===== src/rtl/disp_pkg.sv =====
// Shared constants and state encoding for the multiplexed display scanner.
// Latency: n/a (types and constants only).
// Backpressure: n/a.
package disp_pkg;

   localparam int NUM_DIG = 7;
   localparam int SEG_W   = 8;
   localparam int DIG_W   = 3;
   localparam int CNT_W   = 16;

   typedef enum logic [1:0] {
      IDLE  = 2'd0,
      DEAD  = 2'd1,
      DRIVE = 2'd2
   } state_t;

endpackage


===== src/rtl/scan_timer.sv =====
// Slot counter and digit index for the display scanner, with slot/frame wrap flags.
// Latency: cnt/dig update one cycle after run; wrap flags are combinational from cnt/dig.
// Backpressure: none; clr forces both counters to zero and holds them there.
module scan_timer
   import disp_pkg::*;
#(
   parameter int SCAN_DIV = 1000
) (
   input  logic             clk,
   input  logic             rst_n,
   input  logic             clr,
   input  logic             run,
   output logic [CNT_W-1:0] cnt,
   output logic [DIG_W-1:0] dig,
   output logic             slot_end,
   output logic             frame_end
);

   localparam logic [CNT_W-1:0] CNT_LAST = CNT_W'(SCAN_DIV - 1);
   localparam logic [DIG_W-1:0] DIG_LAST = DIG_W'(NUM_DIG - 1);

   assign slot_end  = (cnt == CNT_LAST);
   assign frame_end = slot_end && (dig == DIG_LAST);

   // Count cycles within a slot; step to the next digit at the end of each slot.
   always_ff @(posedge clk) begin
      if (!rst_n || clr) begin
         cnt <= '0;
         dig <= '0;
      end else if (run) begin
         if (slot_end) begin
            cnt <= '0;
            dig <= (dig == DIG_LAST) ? '0 : dig + 1'b1;
         end else begin
            cnt <= cnt + 1'b1;
         end
      end
   end

endmodule


===== src/rtl/disp_scan.sv =====
// Seven-digit multiplexed LED scanner with blanking, PWM brightness and frame-locked shadow.
// Latency: an/seg registered one cycle after the state they reflect; frame_tick is registered.
// Backpressure: none; en=0 parks the scanner in IDLE with outputs dark on the next cycle.
module disp_scan
   import disp_pkg::state_t, disp_pkg::IDLE, disp_pkg::DRIVE,
          disp_pkg::NUM_DIG, disp_pkg::SEG_W, disp_pkg::CNT_W, disp_pkg::DIG_W;
#(
   parameter int SCAN_DIV    = 1000,
   parameter int DEAD        = 16,
   parameter bit AN_ACT_LOW  = 1'b1,
   parameter bit SEG_ACT_LOW = 1'b1
) (
   input  logic                     clk,
   input  logic                     rst_n,
   input  logic [NUM_DIG*SEG_W-1:0] disp_reg,
   input  logic                     en,
   input  logic [3:0]               bright,
   output logic [SEG_W-1:0]         seg,
   output logic [NUM_DIG-1:0]       an,
   output logic                     frame_tick
);

   // The DEAD parameter hides the enum label of the same name, so the label is qualified.
   localparam state_t              SLOT_START = (DEAD == 0) ? DRIVE : disp_pkg::DEAD;
   localparam logic [CNT_W-1:0]    DEAD_LAST  = (DEAD == 0) ? '0 : CNT_W'(DEAD - 1);
   localparam logic [NUM_DIG-1:0]  AN_INV     = {NUM_DIG{AN_ACT_LOW}};
   localparam logic [SEG_W-1:0]    SEG_INV    = {SEG_W{SEG_ACT_LOW}};

   state_t                     state;
   logic [NUM_DIG*SEG_W-1:0]   shadow;
   logic [3:0]                 pwm_ph;
   logic [CNT_W-1:0]           cnt;
   logic [DIG_W-1:0]           dig;
   logic                       slot_end;
   logic                       frame_end;
   logic [NUM_DIG-1:0]         an_log;
   logic [SEG_W-1:0]           seg_log;

   scan_timer #(
      .SCAN_DIV (SCAN_DIV)
   ) u_timer (
      .clk       (clk),
      .rst_n     (rst_n),
      .clr       ((state == IDLE) || !en),
      .run       (state != IDLE),
      .cnt       (cnt),
      .dig       (dig),
      .slot_end  (slot_end),
      .frame_end (frame_end)
   );

   // Logical drive: segments follow the shadow through the whole DRIVE phase, anode is PWM-gated.
   always_comb begin
      an_log  = '0;
      seg_log = '0;
      if (en && state == DRIVE) begin
         seg_log = shadow[dig*SEG_W +: SEG_W];
         if (pwm_ph < bright) begin
            an_log = NUM_DIG'(1) << dig;
         end
      end
   end

   // Scan state machine, shadow reloads, PWM phase and polarity-adjusted output registers.
   always_ff @(posedge clk) begin
      if (!rst_n) begin
         state      <= IDLE;
         shadow     <= '0;
         pwm_ph     <= '0;
         frame_tick <= 1'b0;
         an         <= AN_INV;
         seg        <= SEG_INV;
      end else begin
         pwm_ph     <= pwm_ph + 1'b1;
         frame_tick <= 1'b0;
         an         <= an_log ^ AN_INV;
         seg        <= seg_log ^ SEG_INV;
         if (!en) begin
            state <= IDLE;
         end else begin
            case (state)
               IDLE: begin
                  shadow     <= disp_reg;
                  frame_tick <= 1'b1;
                  state      <= SLOT_START;
               end
               default: begin
                  if (slot_end) begin
                     state <= SLOT_START;
                     if (frame_end) begin
                        shadow     <= disp_reg;
                        frame_tick <= 1'b1;
                     end
                  end else if (state == disp_pkg::DEAD && cnt == DEAD_LAST) begin
                     state <= DRIVE;
                  end
               end
            endcase
         end
      end
   end

endmodule

===== config.mk =====
export PLATFORM = sky130hd
export DESIGN_NAME = disp_scan
export DESIGN_NICKNAME = d
export VERILOG_FILES = /design/src/rtl/disp_pkg.sv /design/src/rtl/scan_timer.sv /design/src/rtl/disp_scan.sv
export SDC_FILE = /design/constraint.sdc
export NUM_CORES = 1
export LEC_CHECK = 0
export ABC_AREA = 1
export CORE_ASPECT_RATIO = 2
export CORE_MARGIN = 2
export CORE_UTILIZATION = 43
export CTS_BUF_LIST = sky130_fd_sc_hd__clkbuf_4
export CTS_CLUSTER_DIAMETER = 100
export CTS_CLUSTER_SIZE = 25
export DETAILED_ROUTE_END_ITERATION = 8
export GPL_ROUTABILITY_DRIVEN = 0
export PLACE_DENSITY = 0.7
export RECOVER_POWER = 25
export SYNTH_ARGS = -nofsm -noshare
export SYNTH_HDL_FRONTEND = slang
export SYNTH_SLANG_ARGS = --single-unit

===== constraint.sdc =====
create_clock -name clk -period 1.4 [get_ports clk]
set_input_delay 0.28 -clock clk [delete_from_list [all_inputs] [get_ports clk]]
set_output_delay 0.28 -clock clk [all_outputs]
set_load 0.02 [all_outputs]

==> results of run 1 <==
-- cell type report --
type	count	area [um^2]	area share, %
inverter	96	363	5.47
sequential	97	1960	29.5
timing repair buffer	152	1610	24.2
clock buffer	9	67.6	1.02
clock inverter	7	119	1.79
multi-input combinational	456	2350	35.4
antenna	1	2.50	0.0377
tap	137	171	2.58
-- path summary, 6_finish.rpt --
| kind | from | end | cells after the start |
|---|---|---|---|
| setup / recovery | u_timer.cnt[1]$_SDFFE_PP0N_ | shadow[53]$_SDFFE_PN0P_ | 9 |
| hold / removal | rst_n | state[0]$_SDFFE_PN0P_ | 3 |
| setup reg to reg | u_timer.cnt[1]$_SDFFE_PP0N_ | shadow[53]$_SDFFE_PN0P_ | 9 |
| hold reg to reg | pwm_ph[0]$_SDFF_PN0_ | pwm_ph[0]$_SDFF_PN0_ | 1 |
-- registers in the layout, indices dropped and copies added (netlist names) --
name	flops
state	2
shadow	56
u_timer.dig	3
an	7
pwm_ph	4
u_timer.cnt	16
seg	8
frame_tick	1
-- repair_timing --
item	in CTS	in global routing
resized for setup	51	81
setup endpoints to repair	96	94
buffers inserted	3	3
cloned	0	15
pin swaps	5	15
-- synth_stat cells (2+ instances only) --
library cell    n
nand2_1       156
nor2_1        102
dfxtp_1        97
inv_1          88
nand3_1        82
a21oi_1        70
buf_2          10
a22oi_1         8
buf_4           8
nor3_1          8
buf_6           7
inv_2           7
nand4_1         7
clkbuf_1        6
ha_1            6
o21ai_0         5
buf_1           4
xnor2_1         3
xor2_1          2
-- layer usage --
metal / track usage [%] / vias to the layer above / part of all wire (%)
met3: 2.88 / 56 / 5.5
met2: 40.3 / 216 / 55
met5: 0 / - / 0
li1: - / 2413 / -
met1: 22.3 / 2261 / 34
met4: 12.4 / 0 / 5.4
-- power groups by stage --
stage | Sequential (mW) | Combinational, mW | Clock [mW]
finish | 3.00 | 0.990 | 1.86
detailed placement | 3.05 | 0.779 | 0
global placement | 3.04 | 0.760 | 0
floorplan | 3.03 | 0.499 | 0
global route | 3.01 | 1.08 | 2.01
CTS | 2.99 | 0.781 | 1.88
-- logic make-up after synthesis --
logic type,after synthesis
flops,97
buf+inv,131
xor+xnor,5
fa+ha+maj,6
simple gates,359
compound gates,85
-- stage by stage --
stage / cell area (um^2) / cells / hold slack (ps) / power, mW / TNS [ps]
6_report: 6640 / 955 / 133 / 5.85 / -1850
5_1_grt: 6640 / 955 / 115 / 6.11 / -6460
4_1_cts: 6100 / 936 / 112 / 5.65 / -3680
3_5_place_dp: 5840 / 917 / 446 / 3.83 / -19140
3_3_place_gp: 5840 / 917 / 440 / 3.80 / -16690
2_1_floorplan: 4630 / 683 / 420 / 3.53 / 0
-- critical path, stage by stage, from the launching register on --
cell,delay (ps)
dfxtp_2,380
ha_4,150
nand3_4,80
nor2_4,160
nand2_4,110
nand2_8,130
clkbuf_16,180
nand3_1,80
nand2_1,90
nor2_1,50
==> results_dict.tcl, run 1 <==
set metrics [dict create \
    status "finished, violations left" \
    violations "setup timing" \
    cp_data_arrival_time_ps 1860 \
    synthXorXnorAreaFrac_pct 0.951 \
    hold_viol 0 \
    max_slew_margin_pct 77.1 \
    grt_start_max_net_pins 59 \
    ios 79 \
    worstMarginPinSlew_ps 344 \
    fillers 931 \
    cts_hold_buffers 0 \
    yosys.area_share.simple_pct 32.4 \
    ys_seq_area_share_pct 42.2 \
    antenna_found_initial 1 \
    critPathMaxFanout 13 \
    yosysTopAreaCellShare_pct 42.2 \
    die_y_um 150 \
    route.detailed.drc 0 \
    detail-route-antenna-nets 0 \
    synth_fa_ha_area_share_pct 1.63 \
    critPathKind "register to register" \
    rsz0062_at_grt "yes" \
    cts_buffers 9 \
    power.density_nw_per_um2 882 \
    pwr-share-clk_pct 31.9 \
    synthFlopType "dfxtp_1" \
    p_sw_share_pct 26.2 \
    p_switching_mw 1.53 \
    mostFrequentLayoutCells "nand2_1 (144), nor2_1 (89), inv_1 (85), dfxtp_1 (85), a21oi_1 (69)" \
    ir_drop_v 0.000565 \
    yosysWarnings 0 \
    netlist_top_cells_area "dfxtp_1 (42%), nand2_1 (13%), nand3_1 (8.9%)" \
    wl_per_cell_um 15.5 \
    p_seq_share_pct 51.2 \
    clock_latency_ps 460 \
    clk_pin_slew_ps 150 \
    pre_cts_ws_ps -335 \
    grt_util_all_layers_pct 21.4 \
    cts.htree.levels 3 \
    synth_edf_count 0 \
    num_vias 4946 \
    synth-seq-cells 97 \
    area_delta_synth_final_pct 44.1 \
    synth_mux_area_share_pct 0 \
    clock_path_buffers 2 \
    async_reset_ff_share_pct 0 \
    min_path_type "primary input to register" \
    drtPass1Iterations 5 \
    dp_hpwl_um 8990 \
    endpoint_kind "register" \
    syn_area_um2 4600 \
    cts_tree "yes" \
    p_int_mw 4.32 \
    setup_ws_ps -86.4 \
    grt_pass1_vias 4470 \
    routed_via_density 5.18 \
    final_nets 881 \
    syn-num-nets 752 \
    synth_area_per_cell_um2 6.74 \
    max_freq_mhz 673 \
    cts_root_buf "clkbuf_4" \
    cts_num_sinks 97 \
    drt_iter0_drc 322 \
    setup_viol 61 \
    synth_top_family_by_area "simple AND/OR/NAND/NOR gates" \
    final_common_cell "nand2_1" \
    slew_viol_final 0 \
    layout-drive-gt1-share_pct 21.7 \
    fin_crit_sh_pct 106 \
    die_w_um 77.2 \
    coreArea_um2 10500 \
    portBuffers 78 \
    row_count 53 \
    p_leak_nw 3.07 \
    synthDistinctLibCells 26 \
    synth_compound_area_share_pct 10.1 \
    yosysTopAreaCell "dfxtp_1" \
    skew_ps 21.8 \
    min_period_ps 1490 \
    grt_pass1_wl_um 19800 \
    wl_um 14800 \
    synth_cells 683 \
    fin_util_pct 63.3 \
    grt_overflow 0 \
    worstSetupStartpointType "register" \
    crit_required_ps 1770 \
    comb_power_share_pct 16.9 \
    dieArea_um2 11600 \
    regToRegSetupSlack_ps -90 \
    start_util_pct 43.9 \
    maxCapViolations 0 \
]
Note: power is estimated with default switching activity, not from simulation.
==> run 2: changes to the inputs <==
--- a/config.mk
+++ b/config.mk
@@ -10,12 +10,13 @@
 export CORE_MARGIN = 2
 export CORE_UTILIZATION = 43
 export CTS_BUF_LIST = sky130_fd_sc_hd__clkbuf_4
-export CTS_CLUSTER_DIAMETER = 100
+export CTS_CLUSTER_DIAMETER = 50
 export CTS_CLUSTER_SIZE = 25
 export DETAILED_ROUTE_END_ITERATION = 8
 export GPL_ROUTABILITY_DRIVEN = 0
 export PLACE_DENSITY = 0.7
 export RECOVER_POWER = 25
+export REMOVE_ABC_BUFFERS = 1
 export SYNTH_ARGS = -nofsm -noshare
 export SYNTH_HDL_FRONTEND = slang
 export SYNTH_SLANG_ARGS = --single-unit
==> results_dict.tcl, run 2 (same netlist as run 1, synthesis figures left out) <==
set metrics [dict create \
    setup_viol 53 \
    endpoint_kind "register" \
    p_total_mw 5.69 \
    row_count 53 \
    path_buf_inv 2 \
    dp_hpwl_um 8150 \
    cp_top_family "simple AND/OR/NAND/NOR gates" \
    drtPass1Iterations 5 \
    max_freq_mhz 661 \
    grt_start_max_net_pins 52 \
    slew_viol_final 0 \
    place_area_um2 5820 \
    cts_num_sinks 97 \
    cts_buffers 9 \
    ios 79 \
    status "finished, violations left" \
    rsz0062_at_grt "yes" \
    die_y_um 150 \
    coreArea_um2 10500 \
    fin_crit_sh_pct 108 \
    power.density_nw_per_um2 845 \
    portBuffers 78 \
    worstMarginPinSlew_ps 231 \
    clock_latency_ps 470 \
    worstSetupStartpointType "register" \
    min_path_type "primary input to register" \
    hold_viol 0 \
    crit_slowest_cell "dfxtp_2" \
    crit_required_ps 1780 \
    wl_um 13700 \
    min_period_ps 1510 \
    final_nets 890 \
    drt_iter0_drc 228 \
    ir_drop_v 0.000561 \
    clk_pin_slew_ps 150 \
    maxCapViolations 0 \
    mostFrequentLayoutCells "nand2_1 (145), nor2_1 (88), inv_1 (84)" \
    violations "setup timing" \
    setup_ws_ps -112 \
    num_vias 4867 \
    skew_ps 26.5 \
    grt_overflow 0 \
    top_register "shadow" \
    grt_pass1_vias 4482 \
    cp_slowest_stage_delay_ps 380 \
    reg_top3 "shadow x56, u_timer.cnt x16, seg x8" \
    wl_per_cell_um 14.2 \
    crit_chain "ha_4, nand3_4, nor2_4, nand2_4, nand2_8, buf_6, buf_12, nand3_1, nand2_1, nor2_1" \
    max_slew_margin_pct 84.5 \
    cts.htree.levels 3 \
    dieArea_um2 11600 \
    final_common_cell "nand2_1" \
    cts_root_buf "clkbuf_4" \
    clock_path_buffers 2 \
    grt_util_all_layers_pct 21.6 \
    largest_reg_flops 56 \
    layout-drive-gt1-share_pct 24.7 \
    fin_area_um2 6740 \
    cp_data_arrival_time_ps 1890 \
    die_w_um 77.2 \
    cts_tree "yes" \
    grt_pass1_wl_um 20100 \
    start_util_pct 43.9 \
    area_delta_synth_final_pct 46.4 \
    antenna_found_initial 1 \
    p_leak_nw 3.11 \
    detail-route-antenna-nets 0 \
    route.detailed.drc 0 \
    critPathKind "register to register" \
    routed_via_density 5.05 \
    regToRegSetupSlack_ps -110 \
    fillers 891 \
    critPathMaxFanout 23 \
]
run 2: final timing paths:
check                         startpoint                       to  depth (start not counted)
max          u_timer.cnt[0]$_SDFFE_PP0N_  shadow[36]$_SDFFE_PN0P_                         10
min                                rst_n    state[0]$_SDFFE_PN0P_                          3
max reg2reg  u_timer.cnt[0]$_SDFFE_PP0N_  shadow[36]$_SDFFE_PN0P_                         10
min reg2reg         pwm_ph[0]$_SDFF_PN0_     pwm_ph[0]$_SDFF_PN0_                          1
run 2: layout make-up:
class	instances	area, um^2	share of cell area, %
flip-flops and latches	97	1960	29.1
well taps	137	171	2.54
multi-input cells	455	2350	34.9
clock buffers	10	75.1	1.11
repair buffers	162	1720	25.5
diodes	1	2.50	0.0371
clock inverters	6	92.6	1.37
inverters	96	364	5.40
run 2: worst register-to-register path, stage by stage (launching register included):
cell	delay [ps]
dfxtp_2	380
ha_4	140
nand3_4	80
nor2_4	130
nand2_4	90
nand2_8	90
buf_6	130
buf_12	160
nand3_1	110
nand2_1	90
nor2_1	50
run 2: power breakdown:
| part | total (mW) | leakage [nW] | internal, mW | switching [mW] |
|---|---|---|---|---|
| clock | 1.71 | 0.0828 | 0.750 | 0.957 |
| sequential | 3.00 | 0.803 | 2.91 | 0.0894 |
| combinational | 0.989 | 2.23 | 0.539 | 0.451 |
run 2: per-stage QoR:
step | TNS (ps) | utilization (%) | setup WS (ps) | instances | hold WS (ps)
finish | -3060 | 64.3 | -112 | 964 | 130
global route | -7230 | 64.3 | -175 | 964 | 116
CTS | -2470 | 61.5 | -77.2 | 950 | 104
detailed placement | -20180 | 55.5 | -323 | 918 | 455
global placement | -20260 | 55.5 | -334 | 918 | 440
floorplan | -73190 | - | -1270 | 648 | 373
run 2: per-layer routing:
metal  wire length (um)  track usage (%)
met1               5060             23.1
met2               7450             39.5
met3                627             4.02
met4                575             11.8
met5                  0                0
run 2: what timing repair did:
item / CTS / global route
gates cloned: 5 / 6
pin swaps: 20 / 20
buffers inserted: 13 / 10
hold buffers: 0 / 0
gates resized for setup: 103 / 61
setup endpoints to repair: 91 / 92
